[config.mk]
export PLATFORM = sky130hd
export DESIGN_NAME = rsa_job_arbiter
export DESIGN_NICKNAME = d
export VERILOG_FILES = /design/src/rtl/rsa_pkg.sv /design/src/rtl/rsa_rr_pick.sv /design/src/rtl/rsa_job_arbiter.sv
export SDC_FILE = /design/constraint.sdc
export NUM_CORES = 1
export LEC_CHECK = 0
export CAP_MARGIN = 25
export CORE_AREA = 2 2 39 41
export CTS_CLUSTER_DIAMETER = 120
export DETAILED_ROUTE_END_ITERATION = 7
export DIE_AREA = 0 0 41 43
export MAX_ROUTING_LAYER = met4
export PLACE_DENSITY = 0.71
export SYNTH_ARGS = -nofsm -noshare
export SYNTH_HDL_FRONTEND = slang
export SYNTH_HIERARCHICAL = 1
export SYNTH_SLANG_ARGS = --single-unit
[constraint.sdc]
create_clock -name clk -period 1.52 [get_ports clk]
set_input_delay 0.228 -clock clk [delete_from_list [all_inputs] [get_ports clk]]
set_output_delay 0.228 -clock clk [all_outputs]
set_load 0.02 [all_outputs]
[src/rtl/rsa_pkg.sv]
// rsa_pkg: state encodings, requester indices and defaults for the RSA job arbiter.
// The RSA_ARB_TIMEOUT_EN macro adds the ABORT state used by the timeout path.
package rsa_pkg;

  typedef enum logic [2:0] {
    ST_IDLE  = 3'd0,
    ST_START = 3'd1,
    ST_RUN   = 3'd2,
    ST_DONE  = 3'd3
`ifdef RSA_ARB_TIMEOUT_EN
    ,
    ST_ABORT = 3'd4
`endif
  } state_t;

  localparam int REQ_SPI = 0;
  localparam int REQ_PIN = 1;
  localparam int NUM_REQ = 2;

  localparam int DEF_TIMEOUT_CYCLES = 4096;
  localparam int CNT_W = 16;

  function automatic logic [NUM_REQ-1:0] req_onehot(input int idx);
    logic [NUM_REQ-1:0] v;
    v = '0;
    v[idx] = 1'b1;
    return v;
  endfunction

endpackage

[src/rtl/rsa_rr_pick.sv]
// rsa_rr_pick: two-way round-robin winner select, one-hot result.
// On contention the requester that was not served last wins.
module rsa_rr_pick
  import rsa_pkg::*;
(
  input  logic [NUM_REQ-1:0] req,
  input  logic               last_served,
  output logic [NUM_REQ-1:0] winner
);

  always_comb begin
    winner = '0;
    unique case (1'b1)
      (req == 2'b11):
        winner = last_served ? req_onehot(REQ_SPI)
                             : req_onehot(REQ_PIN);
      (req == 2'b01):
        winner = req_onehot(REQ_SPI);
      (req == 2'b10):
        winner = req_onehot(REQ_PIN);
      default:
        winner = '0;
    endcase
  end

endmodule

[src/rtl/rsa_job_arbiter.sv]
// rsa_job_arbiter: grants the RSA engine to SPI or pin requester, one job at a time.
// Define RSA_ARB_TIMEOUT_EN to enable the RUN-state timeout and ABORT path.
module rsa_job_arbiter
  import rsa_pkg::*;
#(
  parameter int TIMEOUT_CYCLES = DEF_TIMEOUT_CYCLES
) (
  input  logic       clk,
  input  logic       rstb,
  input  logic       ena,
  input  logic [1:0] req,
  input  logic       eoc_in,
  input  logic       err_clr,
  output logic       start_out,
  output logic       stop_out,
  output logic [1:0] grant,
  output logic [1:0] done,
  output logic       busy,
  output logic       timeout_err
);

  state_t     state;
  state_t     state_nxt;
  logic [1:0] grant_nxt;
  logic [1:0] winner;
  logic       last_served;
  logic       last_nxt;
  logic       eoc_s;
  logic       eoc_p;
  logic       eoc_rise;
  logic       fin;

  rsa_rr_pick u_pick (
    .req         (req),
    .last_served (last_served),
    .winner      (winner)
  );

  assign eoc_rise = eoc_s & ~eoc_p;

`ifdef RSA_ARB_TIMEOUT_EN
  localparam logic [CNT_W-1:0] CNT_LAST =
    CNT_W'(TIMEOUT_CYCLES - 1);

  logic [CNT_W-1:0] cnt;
  logic             expired;
  logic             err_q;

  assign expired = (cnt == CNT_LAST);

  always_ff @(posedge clk or negedge rstb) begin
    if (!rstb) begin
      cnt <= '0;
    end else if (ena) begin
      if (state == ST_START)
        cnt <= '0;
      else if (state == ST_RUN)
        cnt <= cnt + CNT_W'(1);
    end
  end

  // A timeout landing with err_clr still sets the flag.
  always_ff @(posedge clk or negedge rstb) begin
    if (!rstb) begin
      err_q <= 1'b0;
    end else if (ena) begin
      if (state == ST_RUN && state_nxt == ST_ABORT)
        err_q <= 1'b1;
      else if (err_clr)
        err_q <= 1'b0;
    end
  end

  assign timeout_err = err_q;
  assign stop_out    = ena & (state == ST_ABORT);
  assign fin         = (state == ST_DONE) | (state == ST_ABORT);
`else
  logic [CNT_W:0] unused_cfg;

  assign unused_cfg  = {err_clr, CNT_W'(TIMEOUT_CYCLES)};
  assign timeout_err = 1'b0;
  assign stop_out    = 1'b0;
  assign fin         = (state == ST_DONE);
`endif

  always_comb begin
    state_nxt = state;
    grant_nxt = grant;
    last_nxt  = last_served;
    unique case (state)
      ST_IDLE: begin
        if (|req) begin
          state_nxt = ST_START;
          grant_nxt = winner;
        end
      end
      ST_START: begin
        state_nxt = ST_RUN;
      end
      ST_RUN: begin
        if (eoc_rise)
          state_nxt = ST_DONE;
`ifdef RSA_ARB_TIMEOUT_EN
        else if (expired)
          state_nxt = ST_ABORT;
`endif
      end
`ifdef RSA_ARB_TIMEOUT_EN
      ST_DONE, ST_ABORT: begin
`else
      ST_DONE: begin
`endif
        state_nxt = ST_IDLE;
        grant_nxt = '0;
        last_nxt  = grant[REQ_PIN];
      end
      default: begin
        state_nxt = ST_IDLE;
        grant_nxt = '0;
      end
    endcase
  end

  // Leaving START both history taps take the current level,
  // so an eoc already high on RUN entry is never seen as an edge.
  always_ff @(posedge clk or negedge rstb) begin
    if (!rstb) begin
      state       <= ST_IDLE;
      grant       <= '0;
      last_served <= 1'b1;
      eoc_s       <= 1'b0;
      eoc_p       <= 1'b0;
    end else if (ena) begin
      state       <= state_nxt;
      grant       <= grant_nxt;
      last_served <= last_nxt;
      eoc_s       <= eoc_in;
      eoc_p       <= (state == ST_START) ? eoc_in : eoc_s;
    end
  end

  assign start_out = ena & (state == ST_START);
  assign done      = (ena & fin) ? grant : 2'b00;
  assign busy      = (state != ST_IDLE);

endmodule

==> flow_metrics.tcl, run 1 <==
set metrics [dict create \
    ios 15 \
    p_comb_share_pct 59.6 \
    fin_crit_sh_pct 97.1 \
    routedWlPerCell_um 12.2 \
    antenna_cells 0 \
    area_delta_synth_final_pct 58.8 \
    hold_ws_ns 0.242 \
    core-area_um2 1380 \
    clkSinkCount 7 \
    grtUsageTotal_pct 12.9 \
    syn_area_per_cell_um2 9.85 \
    cp_slowest_stage_delay_ns 0.41 \
    grt_pass1_wl_um 1520 \
    root_buffer "clkbuf_4" \
    seqPwrFrac_pct 26.6 \
    p_leak_nw 0.371 \
    final_cell_mix "11 x buf_4, 5 x dfrtp_1, 5 x clkdlybuf4s50_1" \
    die_w_um 41 \
    syn_inst 46 \
    detailed_place_hpwl_um 737 \
    viasPerCell 4.83 \
    instances_no_fill 86 \
    tritoncts "done" \
    ant_nets 0 \
    rsz0062_at_grt "yes" \
    die_h_um 43 \
    drt-pass1-iter-count 1 \
    final-setup-viol-count 0 \
    critPathMaxFanout 4 \
    slowest_stage "dfrtp_2" \
    setup_slack_ns 0.0447 \
    syn_area_um2 453 \
    drive_gt1_share_pct 44.3 \
    switching_share_pct 38.1 \
    hold_viol_final 0 \
    status "completed" \
    routed_wl_um 1050 \
    drt_iter0_drc 0 \
    num-nets-final 82 \
    layout_commonest_cell "buf_4" \
    synth.distinct_cells 25 \
    rows 14 \
    min_period_ns 1.48 \
    grt_overflow 0 \
    clock_skew_ns 0.00440 \
    power_mw 1.28 \
    ctsHtreeMaxLevel 1 \
    design.die.area_um2 1760 \
    via_count 415 \
    worst-r2r-setup-slack_ns 0.04 \
    clk_pin_slew_ns 0.06 \
    ir_drop_mv 0.853 \
    yosysSeqAreaShare_pct 39.0 \
    grt_pass1_vias 393 \
    ff_latch_area_um2 178 \
    switchingPower_mw 0.488 \
    grt_max_degree 8 \
    dpl_worst_slack_ns -0.257 \
    fillers 122 \
    criticalPathCategory "register to register" \
    start_util_pct 32.7 \
    fmax_ghz 0.678 \
    antenna_found_initial 0 \
    start_kind "register" \
    yosysWarnings 6 \
    cts_max_path_buffers 2 \
    crit_start "state[0]" \
    reg2reg_from "state[0]" \
    final_util_pct 52.0 \
    power.internal_mw 0.793 \
    gp_congestion 0.758 \
    multi_input_comb_area_um2 287 \
    setup.worst_path.end "state[1]" \
    hold_path.class "input port to async pin" \
    timing.rr.end "state[1]" \
    path_cells "inv_2 -> buf_4 -> ha_4 -> a221oi_4 -> mux2_4" \
    cap_violations 0 \
    reg2reg_depth 5 \
    numPortBuffers 11 \
    slew_violations 0 \
    critPathRequiredTime_ns 1.66 \
    cp.arrival_ns 1.61 \
    power.share.clock_pct 13.9 \
    cts.hold.buffers_added 0 \
    power.density_nw_per_um2 1780 \
    route.detailed.drc 0 \
    placed_cells 79 \
    clock_latency_ns 0.25 \
    ys_seq_elements 7 \
    cts_buffers 3 \
    end_kind "register" \
]
state kept, by name, indices dropped and copies added, names as in the netlist:
register,count
eoc_s,1
grant,2
eoc_p,1
last_served,1
state,2
timing repair:
item | in CTS | in global routing
pin swaps | 1 | 2
buffers inserted | 3 | 0
setup endpoints to repair | 5 | 6
endpoints found under the hold margin | 0 | 0
gates resized for setup | 17 | 16
per-stage QoR:
step	instance area [um2]	TNS (ns)
after floorplan	457	0
after global placement	624	-0.815
after detailed placement	624	-0.903
after CTS	656	-0.0152
after global routing	719	-0.0160
final	719	0
worst min path at each step:
stage                            from           to  cells after the start
after floorplan                  rstb        eoc_p                      0
after global placement          eoc_p        eoc_p                      2
after detailed placement  last_served  last_served                      1
after CTS                        rstb        eoc_s                      1
after global routing             rstb     grant[1]                      1
final                            rstb        eoc_p                      1
final cells by class:
class	count	area share, %
Clock buffer	4	3.65
Inverter	5	2.61
Multi-Input combinational cell	32	39.8
Sequential cell	7	24.7
Tap cell	16	2.78
Timing Repair Buffer	22	26.4
power groups by stage:
stage	logic [mW]	registers, mW	clock network [mW]
final	0.763	0.340	0.178
after global routing	0.835	0.352	0.196
after CTS	0.634	0.333	0.184
after detailed placement	0.604	0.339	0
after global placement	0.593	0.335	0
after floorplan	0.305	0.355	0
cell families after synthesis:
family | after synthesis | share of synthesized area, %
AO/OA/AOI/OAI | 6 | 11.6
adder cells (fa/ha/maj) | 4 | 11.1
buffers and inverters | 8 | 9.11
flip-flops | 7 | 39.0
multiplexers | 3 | 7.18
other | 1 | 0.828
AND/OR/NAND/NOR | 17 | 21.3
cell usage after synthesis (all sizes together):
master	n	area (um2)
inv	5	18.8
buf	3	22.5
and3	2	12.5
mux2i	1	10.0
a221oi	1	15.0
dfrtp	6	150
a21o	1	7.51
nand2	3	11.3
o32a	1	10.0
nand4b	2	17.5
mux2	2	22.5
dfstp	1	26.3
and2	1	6.26
a21boi	2	15.0
conb	1	3.75
a21oi	1	5.00
ha	4	50.1
nor2b	1	6.26
nand2b	2	12.5
nand3	4	20.0
nor2	2	10.0
layer usage:
| layer | wire [um] | share of wire (%) | up-vias | track usage, % |
|---|---|---|---|---|
| li1 | - | - | 202 | - |
| met1 | 425 | 40 | 205 | 14.1 |
| met2 | 575 | 55 | 8 | 21.9 |
| met3 | 51 | 4.8 | 0 | 3.14 |
| met4 | 0 | 0 | 0 | 4.00 |
| met5 | 0 | 0 | - | - |
worst max-delay path: cells and delay by family (launching register included):
family	cells	cell delay [ns]
adders and majority gates	1	0.16
AOI/OAI and AO/OA	1	0.29
muxes	1	0.32
DFF	1	0.41
buffers and inverters	2	0.18
(Power assumes the default switching activity.)
==> run 2, diff against run 1 <==
GPL_ROUTABILITY_DRIVEN = 0   (was unset)
==> results of run 2 <==
The final DEF is identical to that of run 1; final timing and power are the same.
